`config.mk`:
```
export PLATFORM = sky130hd
export DESIGN_NAME = rat_uart_tx_port
export DESIGN_NICKNAME = d
export VERILOG_FILES = /design/src/rtl/rat_uart_tx_port.sv
export SDC_FILE = /design/constraint.sdc
export NUM_CORES = 1
export LEC_CHECK = 0
export BUFFER_PORTS_ARGS = -buffer_cell sky130_fd_sc_hd__buf_4
export CORE_ASPECT_RATIO = 0.75
export CORE_UTILIZATION = 42
export DETAILED_ROUTE_END_ITERATION = 10
export MAX_ROUTING_LAYER = met4
export SYNTH_ARGS = -nofsm -noshare
export SYNTH_HDL_FRONTEND = slang
export SYNTH_SLANG_ARGS = --single-unit
```
`constraint.sdc`:
```
create_clock -name CLK -period 5.4 [get_ports CLK]
set_clock_uncertainty 0.2 [all_clocks]
set_input_delay 0.27 -clock CLK [delete_from_list [all_inputs] [get_ports CLK]]
set_output_delay 0.27 -clock CLK [all_outputs]
set_load 0.02 [all_outputs]
```
`src/rtl/rat_uart_tx_port.sv`:
```
// rat_uart_tx_port: RAT MCU port-mapped UART transmitter.
// OUT to DATA_PORT_ID queues a byte in a small FIFO; bytes are sent 8N1 on TX.
// OUT to STATUS_PORT_ID is a control write (bit0 clears overflow, bit1 flushes).
// STATUS_RD = {count[3:0], overflow, full, empty, busy}.
// Optional: define RAT_UART_PARITY_EN to append an even-parity bit (8E1 frame).
// Handshake: an I/O write is accepted exactly once per IO_STRB rising edge
// (IO_STRB high while its registered copy is low); strobe length is irrelevant.
module rat_uart_tx_port #(
    parameter logic [7:0] DATA_PORT_ID   = 8'hB0,
    parameter logic [7:0] STATUS_PORT_ID = 8'hB1,
    parameter int         CLK_DIV        = 434,
    parameter int         FIFO_DEPTH     = 8
) (
    input  logic       CLK,
    input  logic       RESET_N,
    input  logic [7:0] PORT_ID,
    input  logic [7:0] OUT_PORT,
    input  logic       IO_STRB,
    output logic [7:0] STATUS_RD,
    output logic       TX,
    output logic       TX_DONE
);

    localparam int              PTR_W     = $clog2(FIFO_DEPTH);
    localparam int              BAUD_W    = $clog2(CLK_DIV);
    localparam logic [BAUD_W-1:0] BAUD_LAST = BAUD_W'(CLK_DIV - 1);
    localparam logic [3:0]      DEPTH_CNT = 4'(FIFO_DEPTH);

    typedef enum logic [2:0] {
        ST_IDLE   = 3'd0,
        ST_START  = 3'd1,
        ST_DATA   = 3'd2,
`ifdef RAT_UART_PARITY_EN
        ST_PARITY = 3'd3,
`endif
        ST_STOP   = 3'd4
    } state_t;

    state_t            state_q, state_d;
    logic [BAUD_W-1:0] baud_q, baud_d;
    logic [2:0]        bit_q, bit_d;
    logic [7:0]        shift_q;
    logic              strb_q;
    logic [7:0]        mem [FIFO_DEPTH];
    logic [PTR_W-1:0]  wr_ptr, rd_ptr;
    logic [3:0]        count_q;
    logic              ovf_q;

    logic wr_evt, data_wr, ctrl_wr, flush, ovf_clr;
    logic fifo_empty, fifo_full, push, drop, pop;

    assign wr_evt     = IO_STRB & ~strb_q;
    assign data_wr    = wr_evt && (PORT_ID == DATA_PORT_ID);
    assign ctrl_wr    = wr_evt && (PORT_ID == STATUS_PORT_ID);
    assign flush      = ctrl_wr & OUT_PORT[1];
    assign ovf_clr    = ctrl_wr & OUT_PORT[0];
    assign fifo_empty = (count_q == 4'd0);
    assign fifo_full  = (count_q == DEPTH_CNT);
    // A full FIFO still accepts a byte when the transmitter pops in the same cycle.
    assign push       = data_wr && (!fifo_full || pop);
    assign drop       = data_wr && fifo_full && !pop;

    assign STATUS_RD  = {count_q, ovf_q, fifo_full, fifo_empty, state_q != ST_IDLE};

    // Strobe edge detector register.
    always_ff @(posedge CLK or negedge RESET_N) begin
        if (!RESET_N) strb_q <= 1'b0;
        else          strb_q <= IO_STRB;
    end

    // FIFO storage; contents are don't-care while count is zero.
    always_ff @(posedge CLK) begin
        if (push) mem[wr_ptr] <= OUT_PORT;
    end

    // FIFO pointers, occupancy and sticky overflow; flush wins over a same-cycle pop.
    always_ff @(posedge CLK or negedge RESET_N) begin
        if (!RESET_N) begin
            wr_ptr  <= '0;
            rd_ptr  <= '0;
            count_q <= 4'd0;
            ovf_q   <= 1'b0;
        end else begin
            if (push) wr_ptr <= wr_ptr + PTR_W'(1);
            if (flush) begin
                rd_ptr  <= wr_ptr;
                count_q <= 4'd0;
            end else begin
                if (pop) rd_ptr <= rd_ptr + PTR_W'(1);
                case ({push, pop})
                    2'b10:   count_q <= count_q + 4'd1;
                    2'b01:   count_q <= count_q - 4'd1;
                    default: count_q <= count_q;
                endcase
            end
            if (drop)         ovf_q <= 1'b1;
            else if (ovf_clr) ovf_q <= 1'b0;
        end
    end

    // Transmitter state, baud counter, bit index and the byte being sent.
    always_ff @(posedge CLK or negedge RESET_N) begin
        if (!RESET_N) begin
            state_q <= ST_IDLE;
            baud_q  <= '0;
            bit_q   <= 3'd0;
            shift_q <= 8'd0;
        end else begin
            state_q <= state_d;
            baud_q  <= baud_d;
            bit_q   <= bit_d;
            if (pop) shift_q <= mem[rd_ptr];
        end
    end

    // Next-state, serial output and done pulse; each non-idle state lasts CLK_DIV cycles.
    always_comb begin
        state_d = state_q;
        baud_d  = baud_q;
        bit_d   = bit_q;
        pop     = 1'b0;
        TX      = 1'b1;
        TX_DONE = 1'b0;
        case (state_q)
            ST_IDLE: begin
                if (!fifo_empty && !flush) begin
                    pop     = 1'b1;
                    baud_d  = BAUD_LAST;
                    state_d = ST_START;
                end
            end
            ST_START: begin
                TX = 1'b0;
                if (baud_q == '0) begin
                    baud_d  = BAUD_LAST;
                    bit_d   = 3'd0;
                    state_d = ST_DATA;
                end else begin
                    baud_d = baud_q - BAUD_W'(1);
                end
            end
            ST_DATA: begin
                TX = shift_q[bit_q];
                if (baud_q == '0) begin
                    baud_d = BAUD_LAST;
                    if (bit_q == 3'd7) begin
`ifdef RAT_UART_PARITY_EN
                        state_d = ST_PARITY;
`else
                        state_d = ST_STOP;
`endif
                    end else begin
                        bit_d = bit_q + 3'd1;
                    end
                end else begin
                    baud_d = baud_q - BAUD_W'(1);
                end
            end
`ifdef RAT_UART_PARITY_EN
            ST_PARITY: begin
                TX = ^shift_q;
                if (baud_q == '0) begin
                    baud_d  = BAUD_LAST;
                    state_d = ST_STOP;
                end else begin
                    baud_d = baud_q - BAUD_W'(1);
                end
            end
`endif
            ST_STOP: begin
                if (baud_q == '0) begin
                    TX_DONE = 1'b1;
                    state_d = ST_IDLE;
                end else begin
                    baud_d = baud_q - BAUD_W'(1);
                end
            end
            default: state_d = ST_IDLE;
        endcase
    end

endmodule

```
# Word-level counts from Yosys, hierarchy flattened

Memories as Yosys holds them, arrays and structs flattened. A register that Yosys moved wholly into a read port is not among the register bits.
Index checks and enable logic that the tools add are counted.

Bits in registers: 27
ROM bits: 0
Output and inout port bits: 10
Latch bits: 0
Word-level logic and storage cells: 89
Memory bits (writable): 64
Memories: 1
Input port bits: 19

Bitwise gates (word level): 4
Reductions and logical operators: 25
Divide/modulo/power cells: 0
Add/sub/neg operators: 6
Shifts and indexed selects: 0
Mux-type cells: 28
Multipliers: 0
Eq/ne operators: 16
Order comparisons: 1

Memory list:

| memory | depth | bits a word | read ports | clocked after Yosys merged registers in | write ports | line | text |
|---|---|---|---|---|---|---|---|
| mem    | 8     | 8           | 1          | 1                                       | 1           | 44   | `logic [7:0] mem [FIFO_DEPTH];` |

Operators by type and width:

| operator                                                   | number |
|---|---|
| 2-to-1 mux 3 bit                                           | 9 |
| 2-to-1 mux 9 bit                                           | 3 |
| one-hot mux 9 bit (3 select lines)                         | 1 |
| equality test 8 bit, second input constant                 | 2 |
| inequality test 2 bit, second input constant               | 7 |
| one-hot mux 3 bit (4 select lines)                         | 1 |
| adder 3 x 1 -> 3 bit, second input constant                | 3 |
| logical NOT 9 bit                                          | 1 |
| 2-to-1 mux 1 bit                                           | 9 |
| nonzero test 3 bit                                         | 3 |
| subtractor 9 x 1 -> 9 bit, second input constant           | 1 |
| one-hot mux 4 bit (2 select lines)                         | 1 |
| equality test 3 bit, second input constant                 | 2 |
| logical AND 1 bit                                          | 6 |
| one-hot mux 3 bit (2 select lines)                         | 1 |
| nonzero test 2 bit                                         | 3 |
| logical NOT 1 bit                                          | 5 |
| AND reduction 5 bit                                        | 1 |
| adder 4 x 1 -> 4 bit, second input constant                | 1 |
| equality test 4 bit, second input constant                 | 1 |
| logical NOT 4 bit                                          | 1 |
| less-than comparator 3 x 4 -> 1 bit, second input constant | 1 |
| 2-to-1 mux 4 bit                                           | 1 |
| AND reduction 4 bit                                        | 1 |
| 13 further kinds                                           | 15 |

# Depth between registers and ports, before layout

Gate-level depths: netlist (run 1).

Word-level depth: 13
Depth in mapped cells: 14
Gate-level depth less buffers: 11

# Worst setup path after synthesis (run 1)

Ideal clock, no wire load.

Path type: register to register
From: reg strb_q
To: reg count_q[3]
Stages on the path, launching flop included: 12
Clock period less this slack: 3.164 ns
Library setup time: 0.125 ns
Slack: 2.236 ns
Arrival: 2.839 ns
Path buffers: 2
Required time: 5.075 ns
Cell sequence: dfrtp_1 > or3b_2 > nor4_4 > nand2b_1 > buf_2 > buf_2 > nor2_1 > ha_1 > a21oi_1 > nand2_1 > a31oi_1 > mux2_2

Word-level cells in the longest chain between the ends: 13
Elaborated cells between the ends (all ways): 16
Classes of those cells: eq/ne (2); mux (4); bitwise (3); reduce/logical (7)

Ends and longest elaborated chain:

| element                                                             | line | text |
|---|---|---|
| start, declared                                                     | 43   | `logic strb_q;` |
| start signal, assigned                                              | 67   | `if (!RESET_N) strb_q <= 1'b0;` |
| start signal, assigned                                              | 68   | `else strb_q <= IO_STRB;` |
| NOT 1 bit (*)                                                       | 52   | `assign wr_evt = IO_STRB & ~strb_q;` |
| AND 1 bit (*)                                                       | 52   |  |
| logical AND 1 bit                                                   | 54   | `assign ctrl_wr = wr_evt && (PORT_ID == STATUS_PORT_ID);` |
| AND 1 bit                                                           | 55   | `assign flush = ctrl_wr & OUT_PORT[1];` |
| logical NOT 1 bit                                                   | 126  | `if (!fifo_empty && !flush) begin` |
| logical AND 1 bit                                                   | 126  |  |
| 2-to-1 mux 1 bit                                                    | 126  |  |
| 2-to-1 mux 1 bit                                                    | 124  | `case (state_q)` |
| logical OR 1 bit                                                    | 60   | `assign push = data_wr && (!fifo_full \|\| pop);` |
| logical AND 1 bit                                                   | 60   |  |
| equality test 2 x 1 -> 1 bit or equality test 2 bit (tied branches) | 90   | `case ({push, pop})` |
| one-hot mux 4 bit (2 select lines)                                  | 90   |  |
| 2-to-1 mux 4 bit                                                    | 85   | `if (flush) begin` |
| end signal, assigned                                                | 91   | `2'b10: count_q <= count_q + 4'd1;` |
| end signal, assigned                                                | 92   | `2'b01: count_q <= count_q - 4'd1;` |
| end signal, assigned                                                | 93   | `default: count_q <= count_q;` |
| end, declared                                                       | 46   | `logic [3:0] count_q;` |

Mark *: on every way between the ends. The rest lies on a longest branch, timed or not.
A chain may end at the register's enable or synchronous reset.

# Final worst setup path (run 1)

From: in IO_STRB
To: reg count_q[3]

Word-level cells in the longest chain between the ends: 12
Elaborated cells between the ends (all ways): 15
Classes of those cells: eq/ne (2); mux (4); bitwise (2); reduce/logical (7)

Ends and longest elaborated chain:

| element                                                             | line | text |
|---|---|---|
| start, declared                                                     | 18   | `input logic IO_STRB,` |
| AND 1 bit (*)                                                       | 52   |  |
| logical AND 1 bit                                                   | 54   |  |
| AND 1 bit                                                           | 55   |  |
| logical NOT 1 bit                                                   | 126  |  |
| logical AND 1 bit                                                   | 126  |  |
| 2-to-1 mux 1 bit                                                    | 126  |  |
| 2-to-1 mux 1 bit                                                    | 124  |  |
| logical OR 1 bit                                                    | 60   |  |
| logical AND 1 bit                                                   | 60   |  |
| equality test 2 x 1 -> 1 bit or equality test 2 bit (tied branches) | 90   |  |
| one-hot mux 4 bit (2 select lines)                                  | 90   |  |
| 2-to-1 mux 4 bit                                                    | 85   |  |

Marks and branches as above.

==> results.cfg, run 1 <==
[placed_design]
place_hpwl_mm = 5.48
portBuffers = 28
gp_congestion = 0.783

[clock_network]
clock_path_buffers = 2
path_clk_slew_ns = 0.07
cts-root-buf = clkbuf_16
cts_tree = done
insertion_delay_ns = 0.34
numCtsBuffers = 9
post_cts_buffers = 0
cts.sinks = 99
htree_levels = 3

[detailed_routing]
drt_first_pass_iters = 5
drtIter0Drc = 162
num_vias = 2578
drtAntennaViolNets = 0
drt_wl_total_mm = 8.25
wl_per_cell_um = 16.9
via_per_inst = 5.28
drc = 0

[setup_path]
reg2regPathDepth = 10
critPathArrivalTime_ns = 3.80
start_kind = input port
crit_fanout = 19
worstPathRequired_ns = 5.43
crit_type = input port to register
end_kind = register

[sta]
hold_viol_final = 0
relSlewSlack_pct = 30.7
finalCriticalPeriod_ns = 3.77
fin_crit_sh_pct = 69.8
setup_viol = 0
slew_viol_final = 0
fmax_mhz = 265
rsz0062_at_grt = false
fin_tns_setup_ns = 0
worstMarginPinSlew_ns = 1.04

[logic_synthesis]
ys_ff_latch = 99
netlist_area_um2 = 4430
ys_warn_count = 0
avgSynthCellArea_um2 = 14.4
yosysSeqAreaShare_pct = 63.2
synthArstFlopShare_pct = 35.4
synth_ff_type = edfxtp_1
yosysTopAreaCell = edfxtp_1
syn-num-nets = 335
synth.distinct_cells = 46
netlist.area_leader.share_pct = 43.4
synth_area_leaders = edfxtp_1 43%, dfrtp_1 20%, mux4_2 9.2%
syn_inst = 308
synth_edf_count = 64

[floorplan]
io-pin-count = 29
coreArea_um2 = 10200
die_y_um = 90.9
initial_core_util_pct = 43.2
die_w_um = 121
dieArea_um2 = 11000
core.rowCount = 32

[global_routing]
grt_pass1_wl_mm = 13.5
grt_usage_pct = 17.1
antenna_found_initial = 0
grt.overflow.total = 0
grt_pass1_vias = 2585
grt_start_max_net_pins = 36

[cells_and_area]
layout_commonest_cell = edfxtp_1
antenna_cells = 0
area_growth_syn_to_layout_pct = 16.7
nFillCells = 896
nets = 374
final_layout_size_suffix_gt1_share_pct = 22.7
layout_common_cells = 64 x edfxtp_1, 35 x dfrtp_1, 32 x buf_4, 29 x nand2_1, 21 x nor2_1

[power_and_ir_drop]
leakagePower_nw = 1.98
powerDensity_nw_per_um2 = 292
power.total_w = 0.00151
vdd_drop_max_uv = 188

[outcome]
status = finished clean

[flow_run]
drv_cap = 0

[min_path]
hold_class = input port to asynchronous set/reset pin
==> power by group <==
group / switching [W] / internal, W / leakage, nW
clock network: 0.000284 / 0.000364 / 0.143
registers: 0.00000313 / 0.000809 / 1.01
logic: 0.0000224 / 0.0000239 / 0.833
total: 0.000310 / 0.00120 / 1.98
==> area by class of cell <==
| class | count | area (um2) | area share, % |
|---|---|---|---|
| sequential | 99 | 2800 | 54.1 |
| timing repair buffer | 43 | 350 | 6.78 |
| clock buffer | 10 | 229 | 4.43 |
| tap | 136 | 170 | 3.29 |
| inverter | 4 | 15.0 | 0.291 |
| multi-input combinational | 190 | 1540 | 29.7 |
| clock inverter | 6 | 70.1 | 1.36 |
==> final timing paths <==
check | end | slack [ns] | start
max in group asynchronous | count_q[3]$_DFFE_PN0P_ | 4.45 | RESET_N
min reg2reg | shift_q[6]$_DFFE_PN0N_ | 0.28 | shift_q[6]$_DFFE_PN0N_
min in group CLK | wr_ptr[2]$_DFFE_PN0P_ | 0.27 | PORT_ID[3]
max reg2reg | count_q[3]$_DFFE_PN0P_ | 1.81 | strb_q$_DFF_PN0_
min | baud_q[5]$_DFFE_PN0P_ | 0.22 | RESET_N
max | count_q[3]$_DFFE_PN0P_ | 1.63 | IO_STRB
==> synth_stat cells, types with 3 or more instances <==
| cell type | instances |
|---|---|
| buf_2 | 4 |
| inv_1 | 4 |
| edfxtp_1 | 64 |
| nor2_1 | 21 |
| mux4_2 | 18 |
| o21ai_0 | 17 |
| or3_1 | 3 |
| nand2b_1 | 6 |
| a21oi_1 | 11 |
| o21ai_1 | 9 |
| ha_1 | 7 |
| nand3_1 | 4 |
| clkbuf_1 | 5 |
| buf_4 | 3 |
| nand2_1 | 29 |
| dfrtp_1 | 35 |
| mux2i_1 | 15 |
| or3b_2 | 3 |
| xor2_1 | 3 |
| nor3_1 | 9 |
| xnor2_1 | 4 |
==> flip-flops by register name, summed over array words and instances (netlist names) <==
register and flops:
count_q 4, ovf_q 1, wr_ptr 3, bit_q 3, strb_q 1, baud_q 9, state_q 3, rd_ptr 3
mem 64, shift_q 8
==> routing by layer <==
metal  global-route usage [%]  up-vias  wire (um)
li1                         -     1242          -
met1                     22.5     1288       3920
met2                     26.2       39       3840
met3                     4.17        9        371
met4                     5.25        0        115
met5                        -        -          0
==> logic make-up after synthesis <==
logic type	share of synthesized area, %
flip-flops	63.2
AO/OA/AOI/OAI	6.61
buffers and inverters	2.15
adder cells (fa/ha/maj)	2.43
multiplexers	13.1
XOR/XNOR	1.38
AND/OR/NAND/NOR	11.2
==> timing repair <==
item	CTS	global route
endpoints found under the hold margin	101	0
resized for setup	0	0
hold buffers	11	0
==> metrics by stage <==
step                area, um2  instances  hold WS (ns)  utilization [%]  setup WS [ns]
global placement         4760        461        0.0614             46.4           1.91
floorplan                4430        308        -0.226                -           2.24
CTS                      5170        488         0.238             50.4           1.64
global route             5170        488         0.262             50.4           1.40
finish                   5170        488         0.217             50.4           1.63
detailed placement       4760        461        0.0640             46.4           1.83
==> worst max-delay path, stage by stage <==
cell           delay, ns
dlygate4sd3_1       0.53
buf_4               0.10
or3b_2              0.51
nor4_4              0.26
buf_4               0.23
nand2b_1            0.53
nor2_1              0.20
ha_1                0.37
a21oi_1             0.17
nand2_1             0.09
a31oi_1             0.19
mux2_2              0.35
Note: power is estimated with default switching activity, not from simulation.
==> run 2: changes to the inputs <==
--- a/config.mk
+++ b/config.mk
@@ -5,6 +5,7 @@
 export SDC_FILE = /design/constraint.sdc
 export NUM_CORES = 1
 export LEC_CHECK = 0
+export ABC_AREA = 1
 export BUFFER_PORTS_ARGS = -buffer_cell sky130_fd_sc_hd__buf_4
 export CORE_ASPECT_RATIO = 0.75
 export CORE_UTILIZATION = 42
==> constraint.sdc (replaced) <==
create_clock -name CLK -period 3.55 [get_ports CLK]
set_clock_uncertainty 0.2 [all_clocks]
set_input_delay 0.1775 -clock CLK [delete_from_list [all_inputs] [get_ports CLK]]
set_output_delay 0.1775 -clock CLK [all_outputs]
set_load 0.02 [all_outputs]
==> run 2 against run 1 <==
Register-to-register slack got worse by 1.1 ns. Synthesized cell count is 56% higher. Worst hold slack got worse by 0.092 ns. Via count rose by 29%. Combinational power grew to 36 times the previous value. Sequential share of layout area fell by 3.4 points.
==> results.cfg, run 2 <==
[outcome]
status = finished clean

[cells_and_area]
layout_commonest_cell = nand2_1
layout_common_cells = 108 x nand2_1, 79 x nor2_1, 64 x edfxtp_1, 40 x buf_4, 36 x inv_1
antenna_cells = 0
nets = 550
final_cell_area_um2 = 5510
largest_reg_flops = 64
multiInputGateArea_um2 = 1640
seq_area_um2 = 2800
nFillCells = 1023
regMostFlops = mem
reg.largest.list = mem (64), baud_q (9), shift_q (8)
final_layout_size_suffix_gt1_share_pct = 15.3
area_growth_syn_to_layout_pct = 17.3

[power_and_ir_drop]
power.internal_w = 0.00256
p_sw_w = 0.00171
clkPwrFrac_pct = 24.4
switching_share_pct = 40.0
combPwrFrac_pct = 38.7
vdd_drop_max_uv = 337
powerDensity_nw_per_um2 = 774
leakagePower_nw = 2.31
pwr-share-seq_pct = 36.8

[sta]
worstMarginPinSlew_ns = 1.10
finalCriticalPeriod_ns = 2.97
slew_viol_final = 0
rsz0062_at_grt = false
setup_viol = 0
fin_ws_ns = 0.576
fmax_mhz = 336
relSlewSlack_pct = 26.9
fin_tns_setup_ns = 0
hold_viol_final = 0
fin_crit_sh_pct = 83.8

[placed_design]
dpl_cell_area_um2 = 5080
portBuffers = 28
gp_congestion = 0.906
place_hpwl_mm = 6.41
pre_cts_ws_ns = 0.689

[setup_path]
crit_type = input port to register
end_kind = register
critPathArrivalTime_ns = 3.01
start_kind = input port
crit_fanout = 11
worstPathRequired_ns = 3.58

[clock_network]
post_cts_buffers = 0
numCtsBuffers = 9
htree_levels = 3
insertion_delay_ns = 0.34
clock_path_buffers = 2
path_clk_slew_ns = 0.07
hold_buffers = 11
cts.sinks = 99
cts.repair.resized = 0
cts-root-buf = clkbuf_16
cts_tree = done

[detailed_routing]
drt_wl_total_mm = 9.52
drc = 0
wl_per_cell_um = 14.3
drtAntennaViolNets = 0
drtIter0Drc = 297
num_vias = 3327
via_per_inst = 4.98
drt_first_pass_iters = 4

[logic_synthesis]
syn-num-nets = 507
netlist.area_leader.share_pct = 40.9
synth_ff_type = edfxtp_1
synth_edf_count = 64
synth.distinct_cells = 35
yosysSeqAreaShare_pct = 59.5
netlist_area_um2 = 4700
ys_ff_latch = 99
yosysMostFrequentCell = nand2_1
synthArstFlopShare_pct = 35.4
ys_top_cells_by_count = 108 x nand2_1, 79 x nor2_1, 64 x edfxtp_1
ys_warn_count = 0
synth_area_leaders = edfxtp_1 41%, dfrtp_1 19%, nand2_1 8.6%
avgSynthCellArea_um2 = 9.79
yosysTopAreaCell = edfxtp_1
syn_inst = 480

[floorplan]
dieArea_um2 = 11600
die_w_um = 124
core.rowCount = 33
coreArea_um2 = 10900
die_y_um = 93.6
io-pin-count = 29
initial_core_util_pct = 43.1

[global_routing]
grt_pass1_vias = 3201
grt_pass1_wl_mm = 16.1
grt_usage_pct = 19.0
grt_start_max_net_pins = 36
antenna_found_initial = 0
grt.overflow.total = 0

[flow_run]
drv_cap = 0

[min_path]
hold_class = input port to asynchronous set/reset pin
## run 2: cell count changes after synthesis, sizes merged, moves of 14 or more
cell,change
nand2,+86
o21ai,+14
mux4,-18
mux2i,-15
o32ai,+16
inv,+37
nand3,+17
nor2,+62
## run 2: critical path: stages
cell	delay, ns
dlygate4sd3_1	0.52
buf_4	0.11
inv_1	0.03
nor2_1	0.20
nand4_1	0.39
nand3_1	0.18
buf_4	0.21
nor2_1	0.11
ha_1	0.31
nand2_1	0.05
nand2_1	0.06
a21oi_1	0.07
or2_2	0.27
nand2_1	0.08
inv_1	0.04
nand2_1	0.04
nand2_1	0.05
nand3_1	0.06
nand2_1	0.06
## run 2: area by class of cell
type | count | area share [%]
sequential | 99 | 50.7
multi-input combinational | 320 | 29.7
timing repair buffer | 51 | 7.44
clock buffer | 9 | 4.08
tap | 140 | 3.18
inverter | 42 | 2.95
clock inverter | 7 | 1.86
## run 2: final timing paths
check	from	end	slack, ns	depth (start not counted)
max	IO_STRB	count_q[3]$_DFFE_PN0P_	0.58	19
min	RESET_N	baud_q[6]$_DFFE_PN0P_	0.12	2
max reg2reg	strb_q$_DFF_PN0_	count_q[3]$_DFFE_PN0P_	0.69	16
min reg2reg	shift_q[3]$_DFFE_PN0N_	shift_q[3]$_DFFE_PN0N_	0.29	2
max in group asynchronous	RESET_N	state_q[1]$_DFFE_PN0P_	2.70	2
min in group CLK	PORT_ID[3]	rd_ptr[2]$_DFFE_PN0P_	0.13	6
## run 2: stage by stage
| stage | instances | hold slack, ns | power (W) | util [%] |
|---|---|---|---|---|
| 6_report | 668 | 0.125 | 0.00427 | 50.6 |
| 5_1_grt | 668 | 0.164 | 0.00463 | 50.6 |
| 4_1_cts | 668 | 0.118 | 0.00431 | 50.6 |
| 3_5_place_dp | 641 | -0.0212 | 0.00325 | 46.6 |
| 3_3_place_gp | 641 | -0.0307 | 0.00322 | 46.6 |
| 2_1_floorplan | 480 | -0.318 | 0.00285 | - |
## run 2: layer usage
layer	global-route usage (%)	vias to the layer above	routed length (um)
met5	-	-	0
met4	4.76	0	94
met3	3.66	8	210
met2	27.9	38	4190
met1	27.0	1575	5020
li1	-	1706	-
## run 2: power groups by stage
stage / clock, W / combinational, W / sequential, W
final: 0.00104 / 0.00165 / 0.00157
after global routing: 0.00111 / 0.00192 / 0.00160
after CTS: 0.00107 / 0.00167 / 0.00157
after detailed placement: 0 / 0.00165 / 0.00159
after global placement: 0 / 0.00163 / 0.00159
after floorplan: 0 / 0.00132 / 0.00153
## run 2: cell families (layout without fill, tap and decap cells)
kind of cell               count (synthesis)  after routing  share of synthesized area, %
xor gates and xnor gates                   8              8                          1.49
DFF                                       99             99                          59.5
and+or+nand+nor                          234            234                          21.3
AOI/OAI and AO/OA                         70             70                          9.77
adders and majority gates                  8              8                          2.29
buffers and inverters                     61            109                          5.59
==> run 3: changes to the inputs <==
--- a/config.mk
+++ b/config.mk
@@ -5,7 +5,7 @@
 export SDC_FILE = /design/constraint.sdc
 export NUM_CORES = 1
 export LEC_CHECK = 0
-export ABC_AREA = 1
+export ABC_AREA = 0
 export BUFFER_PORTS_ARGS = -buffer_cell sky130_fd_sc_hd__buf_4
 export CORE_ASPECT_RATIO = 0.75
 export CORE_UTILIZATION = 42
==> constraint.sdc (replaced) <==
create_clock -name CLK -period 3 [get_ports CLK]
set_clock_uncertainty 0.2 [all_clocks]
set_input_delay 0.15 -clock CLK [delete_from_list [all_inputs] [get_ports CLK]]
set_output_delay 0.15 -clock CLK [all_outputs]
set_load 0.02 [all_outputs]
==> run 3 against run 2 <==
Critical path depth fell by 9. First-iteration DRC count fell by 44%. Worst setup slack got worse by 0.30 ns. Sequential share of layout area rose by 2.3 points. Critical path type is now register to register. Largest cell class unchanged.
==> results.cfg, run 3 (synthesized netlist as in run 1, its figures left out) <==
[outcome]
status = finished clean

[flow_run]
drv_cap = 0

[global_routing]
grt_pass1_vias = 2545
antenna_found_initial = 0
grt.overflow.total = 0
grt_start_max_net_pins = 36
grt_usage_pct = 17.3
grt_pass1_wl_mm = 13.7

[floorplan]
dieArea_um2 = 11000
core.rowCount = 32
die_w_um = 121
io-pin-count = 29
coreArea_um2 = 10200
die_y_um = 90.9
initial_core_util_pct = 43.2

[clock_network]
htree_levels = 3
clock_path_buffers = 2
cts_tree = done
cts-root-buf = clkbuf_16
numCtsBuffers = 9
post_cts_buffers = 0
cts.sinks = 99
path_clk_slew_ns = 0.07
insertion_delay_ns = 0.35

[sta]
relSlewSlack_pct = 45.6
slew_viol_final = 0
worstMarginPinSlew_ns = 0.813
fin_ws_ns = 0.273
rsz0062_at_grt = false
setup_viol = 0
fmax_mhz = 367
finalCriticalPeriod_ns = 2.73
fin_tns_setup_ns = 0
hold_viol_final = 0
fin_crit_sh_pct = 90.9

[cells_and_area]
regMostFlops = mem
nets = 383
area_growth_syn_to_layout_pct = 19.1
final_layout_size_suffix_gt1_share_pct = 25.8
layout_common_cells = 64 x edfxtp_1, 40 x buf_4, 35 x dfrtp_1, 29 x nand2_1, 19 x nor2_1
largest_reg_flops = 64
reg.largest.list = mem (64), baud_q (9), shift_q (8)
layout_commonest_cell = edfxtp_1
antenna_cells = 0

[detailed_routing]
drtIter0Drc = 165
drt_first_pass_iters = 4
drt_wl_total_mm = 8.16
wl_per_cell_um = 16.4
via_per_inst = 5.14
drtAntennaViolNets = 0
drc = 0
num_vias = 2553

[placed_design]
portBuffers = 28
pre_cts_ws_ns = 0.207
place_hpwl_mm = 5.47
gp_congestion = 0.785

[setup_path]
crit_type = register to register
crit_fanout = 9
reg2regPathDepth = 10
worstPathRequired_ns = 3.02
end_kind = register
critPathArrivalTime_ns = 2.75
start_kind = register

[power_and_ir_drop]
powerDensity_nw_per_um2 = 526
leakagePower_nw = 2.05
vdd_drop_max_uv = 298

[min_path]
hold_class = input port to asynchronous set/reset pin
## run 3: cell count changes in the layout (fill, tap and decap cells not counted), moves of 6 or more
| cell | before | now |
|---|---|---|
| mux2i_1 | 0 | 15 |
| o32ai_1 | 16 | 0 |
| nand2b_1 | 0 | 6 |
| nand4_1 | 7 | 0 |
| mux4_2 | 0 | 18 |
| nor2_1 | 79 | 19 |
| o21ai_0 | 33 | 17 |
| nand3_1 | 20 | 4 |
| o21ai_1 | 3 | 9 |
| inv_1 | 36 | 4 |
| nand2_1 | 108 | 29 |
## run 3: critical path, cell delays in order (launching register included)
cell	delay, ns
dfrtp_1	0.46
nor3_2	0.27
inv_1	0.11
nor2_2	0.22
nand2b_1	0.12
nor2_2	0.20
ha_1	0.29
a21oi_1	0.15
nand2_1	0.08
a31oi_1	0.17
mux2_2	0.35
## run 3: per-layer routing
layer	wire, um	vias to the layer above	global-route usage [%]
met5	0	-	-
met4	90	0	4.73
met3	336	8	5.37
met2	3630	39	24.5
met1	4110	1242	24.2
li1	-	1264	-
## run 3: final cells by class
cell class,count,area (um2)
inverters,4,15.0
fillers,893,4980
clock buffers,9,225
multi-input cells,190,1550
clock inverters,7,97.6
well taps,136,170
flip-flops and latches,99,2800
repair buffers,52,420
## run 3: power breakdown
part	switching [W]	internal (W)
sequential	0.00000535	0.00146
combinational	0.0000408	0.0000446
clock	0.000551	0.000676
total	0.000597	0.00218
## run 3: path summary, 6_finish.rpt
path                                   startpoint                endpoint  slack (ns)
setup / recovery           state_q[0]$_DFFE_PN0P_  count_q[3]$_DFFE_PN0P_        0.27
hold / removal                            RESET_N   baud_q[6]$_DFFE_PN0P_        0.09
setup reg to reg           state_q[0]$_DFFE_PN0P_  count_q[3]$_DFFE_PN0P_        0.27
hold reg to reg            shift_q[7]$_DFFE_PN0N_  shift_q[7]$_DFFE_PN0N_        0.28
max in group asynchronous                 RESET_N  state_q[0]$_DFFE_PN0P_        2.18
min in group CLK                       PORT_ID[1]   wr_ptr[2]$_DFFE_PN0P_        0.11
## run 3: metrics by stage
step	power, W	instance area (um2)	std cells	hold WS (ns)	utilization [%]
after detailed placement	0.00157	4830	469	-0.0586	47.1
after floorplan	0.00152	4440	308	-0.346	-
after global routing	0.00286	5270	497	0.132	51.5
after global placement	0.00157	4830	469	-0.0613	47.1
after CTS	0.00280	5270	497	0.109	51.4
final	0.00277	5270	497	0.0925	51.5
## run 3: timing repair
action	4_1_cts	5_1_grt
resized for setup	0	1
endpoints found under the setup margin	0	1
hold buffers	12	0
endpoints found under the hold margin	102	0
